`src/rtl/instr_decode_stage.sv`:
```
// MIPS instruction-decode stage with a registered one-hot code and a
// two-entry skid buffer (output register plus skid register) on the
// valid/ready handshake between fetch and control/datapath.
module instr_decode_stage #(
    parameter int EXT_EN = 1,
    parameter int CODE_W = 64
) (
    input  logic              clk,
    input  logic              rst_n,
    input  logic              flush,
    input  logic              in_valid,
    output logic              in_ready,
    input  logic [31:0]       instr_in,
    output logic              out_valid,
    input  logic              out_ready,
    output logic [CODE_W-1:0] code,
    output logic              illegal,
    output logic [4:0]        rs,
    output logic [4:0]        rt,
    output logic [4:0]        rd,
    output logic [4:0]        shamt,
    output logic [15:0]       imm16,
    output logic [25:0]       target26
);

    // Returns the code bit index for a word, or -1 when nothing matches.
    function automatic int decode_index(input logic [31:0] w);
        int idx;
        logic [5:0] op;
        logic [5:0] fn;
        logic [4:0] f_rs;
        logic [4:0] f_rt;
        op   = w[31:26];
        fn   = w[5:0];
        f_rs = w[25:21];
        f_rt = w[20:16];
        idx  = -1;
        case (op)
            6'b000000: begin
                case (fn)
                    6'b100000: idx = 0;
                    6'b100001: idx = 1;
                    6'b100010: idx = 2;
                    6'b100011: idx = 3;
                    6'b100100: idx = 4;
                    6'b100101: idx = 5;
                    6'b100110: idx = 6;
                    6'b100111: idx = 7;
                    6'b101010: idx = 8;
                    6'b101011: idx = 9;
                    6'b000000: idx = 10;
                    6'b000010: idx = 11;
                    6'b000011: idx = 12;
                    6'b000100: idx = 13;
                    6'b000110: idx = 14;
                    6'b000111: idx = 15;
                    6'b001000: idx = 16;
                    6'b011000: idx = 31;
                    6'b011001: idx = 32;
                    6'b011010: idx = 33;
                    6'b011011: idx = 34;
                    6'b010000: idx = 35;
                    6'b010001: idx = 36;
                    6'b010010: idx = 37;
                    6'b010011: idx = 38;
                    6'b001001: idx = 39;
                    6'b001100: idx = 40;
                    6'b001101: idx = 41;
                    6'b110100: idx = 42;
                    default:   idx = -1;
                endcase
            end
            6'b001000: idx = 17;
            6'b001001: idx = 18;
            6'b001100: idx = 19;
            6'b001101: idx = 20;
            6'b001110: idx = 21;
            6'b100011: idx = 22;
            6'b101011: idx = 23;
            6'b000100: idx = 24;
            6'b000101: idx = 25;
            6'b001010: idx = 26;
            6'b001011: idx = 27;
            6'b001111: idx = 28;
            6'b000010: idx = 29;
            6'b000011: idx = 30;
            6'b000001: idx = (f_rt == 5'b00001) ? 43 : -1;
            6'b011100: idx = (fn == 6'b100000) ? 44 : -1;
            6'b100000: idx = 45;
            6'b100001: idx = 46;
            6'b100100: idx = 47;
            6'b100101: idx = 48;
            6'b101000: idx = 49;
            6'b101001: idx = 50;
            6'b010000: begin
                if (f_rs == 5'b00000)
                    idx = 51;
                else if (f_rs == 5'b00100)
                    idx = 52;
                else if (f_rs == 5'b10000 && fn == 6'b011000)
                    idx = 53;
                else
                    idx = -1;
            end
            default: idx = -1;
        endcase
        // Extended encodings are treated as unknown when the set is disabled.
        if (EXT_EN == 0 && idx >= 31)
            idx = -1;
        return idx;
    endfunction

    logic              skid_vld_p0;
    logic [31:0]       skid_word_p0;
    logic [25:0]       out_word_p1;
    logic              load_out;
    logic              in_fire;
    logic              take_skid;
    logic              take_in;
    logic              skid_next;
    logic [31:0]       load_word;
    logic [CODE_W-1:0] dec_code;
    logic              dec_illegal;
    int                dec_idx;

    // Handshake steering and decode of whichever word loads the output register.
    always_comb begin
        load_out    = !out_valid || out_ready;
        in_fire     = in_valid && in_ready;
        take_skid   = load_out && skid_vld_p0;
        take_in     = load_out && !skid_vld_p0 && in_fire;
        skid_next   = take_skid ? 1'b0 : ((!load_out && in_fire) ? 1'b1 : skid_vld_p0);
        load_word   = skid_vld_p0 ? skid_word_p0 : instr_in;
        dec_idx     = decode_index(load_word);
        dec_illegal = (dec_idx < 0);
        dec_code    = '0;
        for (int i = 0; i < CODE_W; i++) begin
            if (i == dec_idx)
                dec_code[i] = 1'b1;
        end
    end

    // Output register and buffer occupancy; reset outranks flush.
    always_ff @(posedge clk) begin
        if (!rst_n) begin
            out_valid   <= 1'b0;
            skid_vld_p0 <= 1'b0;
            in_ready    <= 1'b1;
            code        <= '0;
            illegal     <= 1'b0;
            out_word_p1 <= '0;
        end else if (flush) begin
            out_valid   <= 1'b0;
            skid_vld_p0 <= 1'b0;
            in_ready    <= 1'b1;
        end else begin
            if (take_skid || take_in) begin
                code        <= dec_code;
                illegal     <= dec_illegal;
                out_word_p1 <= load_word[25:0];
                out_valid   <= 1'b1;
            end else if (load_out) begin
                out_valid   <= 1'b0;
            end
            skid_vld_p0 <= skid_next;
            in_ready    <= !skid_next;
        end
    end

    // Skid data capture; occupancy is tracked separately so no reset is needed.
    always_ff @(posedge clk) begin
        if (!load_out && in_fire)
            skid_word_p0 <= instr_in;
    end

    assign rs       = out_word_p1[25:21];
    assign rt       = out_word_p1[20:16];
    assign rd       = out_word_p1[15:11];
    assign shamt    = out_word_p1[10:6];
    assign imm16    = out_word_p1[15:0];
    assign target26 = out_word_p1[25:0];

endmodule

```
`config.mk`:
```
export PLATFORM = sky130hd
export DESIGN_NAME = instr_decode_stage
export DESIGN_NICKNAME = d
export VERILOG_FILES = /design/src/rtl/instr_decode_stage.sv
export SDC_FILE = /design/constraint.sdc
export NUM_CORES = 1
export LEC_CHECK = 0
export CAP_MARGIN = 20
export CORE_MARGIN = 2
export CORE_UTILIZATION = 49
export DETAILED_ROUTE_END_ITERATION = 16
export GPL_ROUTABILITY_DRIVEN = 0
export PLACE_DENSITY = 0.81
export SETUP_SLACK_MARGIN = 0.5
export SYNTH_ARGS = -nofsm -noshare
export SYNTH_HDL_FRONTEND = slang
export SYNTH_SLANG_ARGS = --single-unit
export TNS_END_PERCENT = 10
```
`constraint.sdc`:
```
create_clock -name clk -period 5.3 [get_ports clk]
set_input_delay 1.59 -clock clk [delete_from_list [all_inputs] [get_ports clk]]
set_output_delay 1.59 -clock clk [all_outputs]
set_load 0.1 [all_outputs]
```
Word level (Yosys, flattened, before mapping)
Memories as Yosys holds them, arrays and structs flattened.
Cells that the tools add are included.
- reduce and logical (&&, ||, !) cells: 18
- bitwise operators: 2
- $lt $le $gt $ge: 1
- equality and inequality tests: 91
- multiplexer cells: 75
- operators by type and width (operator ; number):
    == test 7 x 32 -> 1 bit, first input constant ; 32
    case mux 32 bit (24 select lines) ; 1
    == test 6 x 32 -> 1 bit, first input constant ; 16
    == test 5 x 32 -> 1 bit, first input constant ; 8
    2-to-1 mux 32 bit ; 6
    == test 4 x 32 -> 1 bit, first input constant ; 4
    2-to-1 mux 1 bit ; 68
    == test 3 x 32 -> 1 bit, first input constant ; 2
    == test 6 bit, second input constant ; 9
    == test 6 x 4 -> 1 bit, second input constant ; 8
    == test 2 x 32 -> 1 bit, first input constant ; 1
    zero test 32 bit ; 1
    < comparator 32 x 1 -> 1 bit, second input constant ; 1
    == test 6 x 5 -> 1 bit, second input constant ; 3
    == test 6 x 2 -> 1 bit, second input constant ; 2
    == test 6 x 3 -> 1 bit, second input constant ; 2
    == test 6 x 1 -> 1 bit, second input constant ; 1
    logical AND 1 bit ; 6
    zero test 6 bit ; 1
    == test 5 x 1 -> 1 bit, second input constant ; 1
    == test 5 x 3 -> 1 bit, second input constant ; 1
    == test 5 bit, second input constant ; 1
    zero test 5 bit ; 1
    zero test 1 bit ; 4
    other kinds (5) ; 7
- word-level logic and storage cells: 195
- output and inout bits: 129
- memories: 1
- input bits: 37
- bits in registers: 126
- ROM bits: 2048
- memory list (name ; words ; bits a word ; rd ports ; clocked after Yosys merged registers in ; write ports ; line ; source):
    (no name shown) ; 64 ; 32 ; 1 ; 0 ; 0 ; 40 ; case (fn)

Logic depth before layout (Yosys ltp)
- word-level depth: 9
- mapped depth: 14
- depth with buffers taken out: 11

Least setup slack after synthesis
OpenSTA, ideal clock, no wires.
- path kind: input-to-reg
- start: in instr_in[1]
- end: reg code[23]
- library setup time: 0.118 ns
- arrival time: 4.118 ns
- data required time: 5.182 ns
- path slack: 1.065 ns
- cell stages on the path: 11
- buffers on the path: 2
- cells stage by stage: mux2i_1 ha_1 clkbuf_1 o211ai_1 a221oi_2 a311oi_1 or4_1 buf_2 and2b_1 nor2b_2 a22o_1
- cells in the longest elaborated chain, start to end: 9
- elaborated cells on any way between the ends: 12
- classes of those cells: 3 x eq/ne; 7 x mux; 1 x reduce/logical; 1 x memory
- ends and longest elaborated chain (element ; line ; source):
    start: declaration ; 13 ; input logic [31:0] instr_in,
    2-to-1 mux 32 bit (*) ; 133 ; load_word = skid_vld_p0 ? skid_word_p0 : instr_in;
    branches (longest 5 deep; another with memory (64 x 32 bit)) ; n/a ;
    case mux 32 bit (24 select lines) (*) ; 38 ; case (op)
    == test 6 x 32 -> 1 bit (*) ; 138 ; if (i == dec_idx)
    2-to-1 mux 1 bit (*) ; 138 ;
    end signal: assignment ; 158 ; code <= dec_code;
    end: declaration ; 16 ; output logic [CODE_W-1:0] code,
Every way passes the cells marked *.
A chain may end at the register's enable or synchronous reset.

Worst setup path in the final report
- start: in instr_in[0]
- end: reg code[17]
The elaborated chain is that of the path after synthesis.

==> reports/qor.yml <==
synthesis:
  post-synth-top-area-cell: "dfxtp_1"
  ys_types: 79
  synth_ff_type: "dfxtp_1"
  synth_top_area_share_pct: 30.7
  ys_ff_latch: 126
  postSynthAreaPerCell_um2: 10.2
  synth_nets: 647
  syn-instance-count: 604
  synth_area_leaders: "dfxtp_1 (31%), edfxtp_1 (16%), mux2i_1 (5.1%)"
  ys_warn_count: 0
  syn_area_um2: 6140
  async_reset_ff_share_pct: 0
  synth_edf_count: 32
  yosysSeqAreaShare_pct: 46.3
clock_tree:
  path_clk_slew_ns: 0.06
  cts_hold_buf: 0
  cts.sink_count: 126
  numCtsBuffers: 17
  clkLatencyLatePin_ns: 0.41
  post-cts-setup-buffers: 0
  cts_htree_levels: 4
  ctsLongestPathBuffers: 2
  cts-root-buf: "clkbuf_16"
  cts_tree: "done"
routing:
  vias: 5154
  antenna_left: 0
  wirelength_um: 15800
  first_pass_iters: 5
  drtIter0Drc: 552
  drc: 0
  wl_per_cell_um: 17.5
  viasPerCell: 5.70
floorplan:
  die_y_um: 116
  fp.coreArea_um2: 12100
  ioPinCount: 166
  num_rows: 40
  start_util_pct: 50.7
  dieArea_um2: 13400
  fp.dieW_um: 116
global_routing:
  grt_pass1_wl_um: 24700
  antenna_found_initial: 0
  grt_max_degree: 54
  grt_overflow_total: 0
  grt_use_total_pct: 23.5
  grt_pass1_vias: 4943
sta:
  max_freq_ghz: 0.218
  setup_viol: 0
  rsz0062_at_grt: "no"
  tightest_slew_ns: 1.01
  relSlewSlack_pct: 32.1
  min_period_ns: 4.59
  drv_slew: 0
  setup_tns_ns: 0
  finalHoldViolCount: 0
  finClkSkew_ns: 0.00847
  fin_crit_sh_pct: 86.6
final_layout:
  syn_to_final_growth_pct: 33.5
  fin_util_pct: 67.7
  layout.nets: 766
  drive_gt1_share_pct: 8.97
  diodes: 0
critical_path:
  critPathLaunchType: "primary input"
  reg2reg_depth: 9
  critPathLaunch: "instr_in[0]"
  ff2ff_setup_slack_ns: 1.18
  arrival_ns: 4.92
  cp.required_ns: 5.63
  worst-setup-path-type: "primary input to register"
  r2r-end: "code[17]"
  cp_max_fo: 11
  rr_startpoint: "skid_vld_p0"
  endpoint_kind: "register"
status:
  status: "finished clean"
placement:
  port-buffer-count: 165
  dp_hpwl_um: 11200
worst_hold_path:
  holdPathStages: 2
  hold_class: "register to register"
  holdCritStartpoint: "code[42]"
  holdPathEnd: "code[42]"
job:
  cap_violations: 0
power:
  power_density_nw_per_um2: 329
  p_leak_nw: 3.15
  ir_worst_vdd_v: 0.000250
## report_power, final
group	internal, mW	switching, mW	total (mW)
Clock	0.715	0.432	1.15
Combinational	0.140	0.391	0.531
Sequential	1.01	0.0166	1.02
Total	1.86	0.840	2.70
## per-layer routing
metal	vias to the layer above	part of all wire, %	GRT usage (%)
li1	2478	-	-
met1	2444	44	28.3
met2	205	47	39.9
met3	27	6.3	5.86
met4	0	2.4	10.2
met5	-	0	0
## registers in the layout, summed over array words and instances (netlist names)
name / flops
in_ready: 1
out_valid: 1
skid_vld_p0: 1
code: 64
skid_word_p0: 32
illegal: 1
target26: 26
## stage by stage
| step | hold slack, ns | power, mW | setup WS (ns) | std cells | area [um2] |
|---|---|---|---|---|---|
| 4_1_cts | 0.467 | 2.71 | 0.806 | 904 | 8190 |
| 3_3_place_gp | 0.435 | 1.56 | 0.455 | 872 | 7600 |
| 6_report | 0.456 | 2.70 | 0.710 | 904 | 8200 |
| 3_5_place_dp | 0.444 | 1.57 | 0.362 | 872 | 7600 |
| 5_1_grt | 0.487 | 2.78 | 0.531 | 904 | 8200 |
| 2_1_floorplan | 0.567 | 1.46 | 1.06 | 604 | 6140 |
## repair_timing
| item | in CTS | in global routing |
|---|---|---|
| resized for setup | 0 | 1 |
| endpoints found under the setup margin | 0 | 29 |
| endpoints found under the hold margin | 0 | 0 |
## cell usage after synthesis (4+ instances only)
cell type and number:
o21ai_0 32, nor2b_1 17, nand2_1 75, mux2i_1 31, mux2_2 7, a32oi_1 5, buf_2 5, nor2_1 18
buf_4 40, and3_1 15, a211oi_1 6, nand3_1 8, inv_1 7, a21oi_1 12, nand4_1 4, a22o_1 27
nor4b_1 4, ha_1 6, and2_1 6, edfxtp_1 32, clkbuf_1 22, nor4_1 5, o2111ai_1 5, nor3_1 9
o211a_1 28, dfxtp_1 94
## final cells by class
class / count / area, um2
fillers: 944 / 3910
flip-flops and latches: 126 / 2840
multi-input cells: 400 / 2840
repair buffers: 171 / 1690
clock buffers: 22 / 495
well taps: 168 / 210
clock inverters: 10 / 95.1
inverters: 7 / 26.3
## critical path, stage by stage
cell	delay, ns
clkdlybuf4s50_1	0.43
mux2i_1	0.45
ha_1	0.45
nand2_1	0.12
o211a_1	0.28
nand3b_1	0.17
or3b_4	0.43
nor2_2	0.33
nand4_1	0.37
o21ai_0	0.30
## how the worst max path moves through the flow
stage	slack (ns)	to	cells after the start
after global placement	0.46	code[23]	9
after global routing	0.53	code[17]	10
after floorplan	1.06	code[23]	11
final	0.71	code[17]	10
after detailed placement	0.36	code[22]	9
after CTS	0.81	code[17]	9
## cells by family after synthesis
logic type	Yosys count	synth area share [%]
compound gates	161	20.8
xor+xnor	3	0.428
simple gates	190	16.8
buf+inv	78	7.68
mux	40	6.81
flops	126	46.3
fa+ha+maj	6	1.22
## layout by cell type (no fill, tap or decap), types with 15 or more instances in the layout
cell	n
dfxtp_1	93
nor2b_1	17
o21ai_0	32
nor2_1	18
a22o_1	27
nand2_1	75
clkdlybuf4s50_1	164
clkbuf_16	18
o211a_1	28
and3_1	15
mux2i_1	30
edfxtp_1	32
No activity file was read; power rests on OpenSTA's default activity.
==> RTL change: new RTL, same settings <==
Set the parameter `CODE_W` to 128 (it was 64).
--- a/src/rtl/instr_decode_stage.sv
+++ b/src/rtl/instr_decode_stage.sv
@@ -3,7 +3,7 @@
 // valid/ready handshake between fetch and control/datapath.
 module instr_decode_stage #(
     parameter int EXT_EN = 1,
-    parameter int CODE_W = 64
+    parameter int CODE_W = 128
 ) (
     input  logic              clk,
     input  logic              rst_n,
Ports: changed (resized code); port bits go from 166 to 230. The function was not compared with the original's and may differ.
==> RTL change against the unedited design <==
- fmax increased by 2.1%
- first-iteration DRC count increased by 6.9%
- synthesized area increased by 13%
- die area increased by 12%
- routed wire length increased by 7.7%
- setup slack improved by 95 ps
- global-route usage decreased by 1.0 points
- sequential cell count unchanged
- power increased by 5.8%
- design area increased by 7.0%
- via count increased by 11%
- largest power group unchanged
- highest routed layer unchanged
==> RTL change: results (changes against the unedited design) <==
Status -> complete, no violations (unchanged)
Worst vdd rail ir drop -> 0.000287 V (was 0.000250 V)
Area after DPL -> 8220 um2 (was 7600 um2)
Largest net degree at the start of global routing -> 61 (was 54)
Multi-input gate count -> 499 (was 400)
Vias after detailed routing -> 5701 (was 5154)
Multi-input gate share of the layout cell area -> 38.2% (was 34.6%)
Signal buffers -> 181 (was 171)
Met3 Use GR -> 6.88% (was 5.86%)
Worst slew pin tran -> 1070 ps (was 1010 ps)
GRT Resource Usage Total -> 22.4% (was 23.5%)
Largest stage delay, worst path -> 600 ps (was 450 ps)
Clk tree area frac -> 6.27% (was 7.20%)
Static leakage -> 3.36 nW (was 3.15 nW)
Vias/cell -> 5.55 (was 5.70)
DP Worst Slack -> 369 ps (was 362 ps)
Share of layout cells above drive strength 1 -> 9.92% (was 8.97%)
Sequential share of the synthesized area -> 41.2% (was 46.3%)
DR iter-0 viols -> 590 (was 552)
CP max FO -> 8 (was 11)
Met1 usage -> 27.9% (was 28.3%)
Synth Area in Compound Gates -> 18.5% (was 20.8%)
First-pass GRT wire length -> 26.5 mm (was 24.7 mm)
CP max-delay cell -> clkdlybuf4s50_1 (was mux2i_1)
Largest cells by area after synthesis -> dfxtp_1 27%, edfxtp_1 14%, buf_4 11% (was dfxtp_1 31%, edfxtp_1 16%, mux2i_1 5.1%)
Syn_area_per_cell -> 9.80 um2 (was 10.2 um2)
## RTL change: changes by cell type in the layout (fill, tap and decap cells not counted), sizes merged, moves of 7 or more
cell	before	now
o21ai	32	40
a32o	0	7
a22o	27	5
nand2b	3	11
a22oi	1	9
buf	7	17
nand2	75	86
conb	0	64
## RTL change: power breakdown
part | total, mW | switching, mW | internal, mW | leakage (nW)
registers | 1.02 | 0.0168 | 1.01 | 1.05
clock network | 1.09 | 0.474 | 0.612 | 0.275
logic | 0.749 | 0.603 | 0.145 | 2.03
## RTL change: final timing paths
| check | startpoint | to | slack [ps] | cells past startpoint |
|---|---|---|---|---|
| max | instr_in[30] | code[27] | 800 | 9 |
| min reg2reg | code[30] | code[30] | 450 | 2 |
| min | code[30] | code[30] | 450 | 2 |
| max reg2reg | skid_vld_p0 | code[27] | 1550 | 10 |
## RTL change: worst max-delay path: cells and delay by family
kind	cells	cell delay [ps]
compound gates	4	1360
simple gates	4	1270
buf+inv	1	600
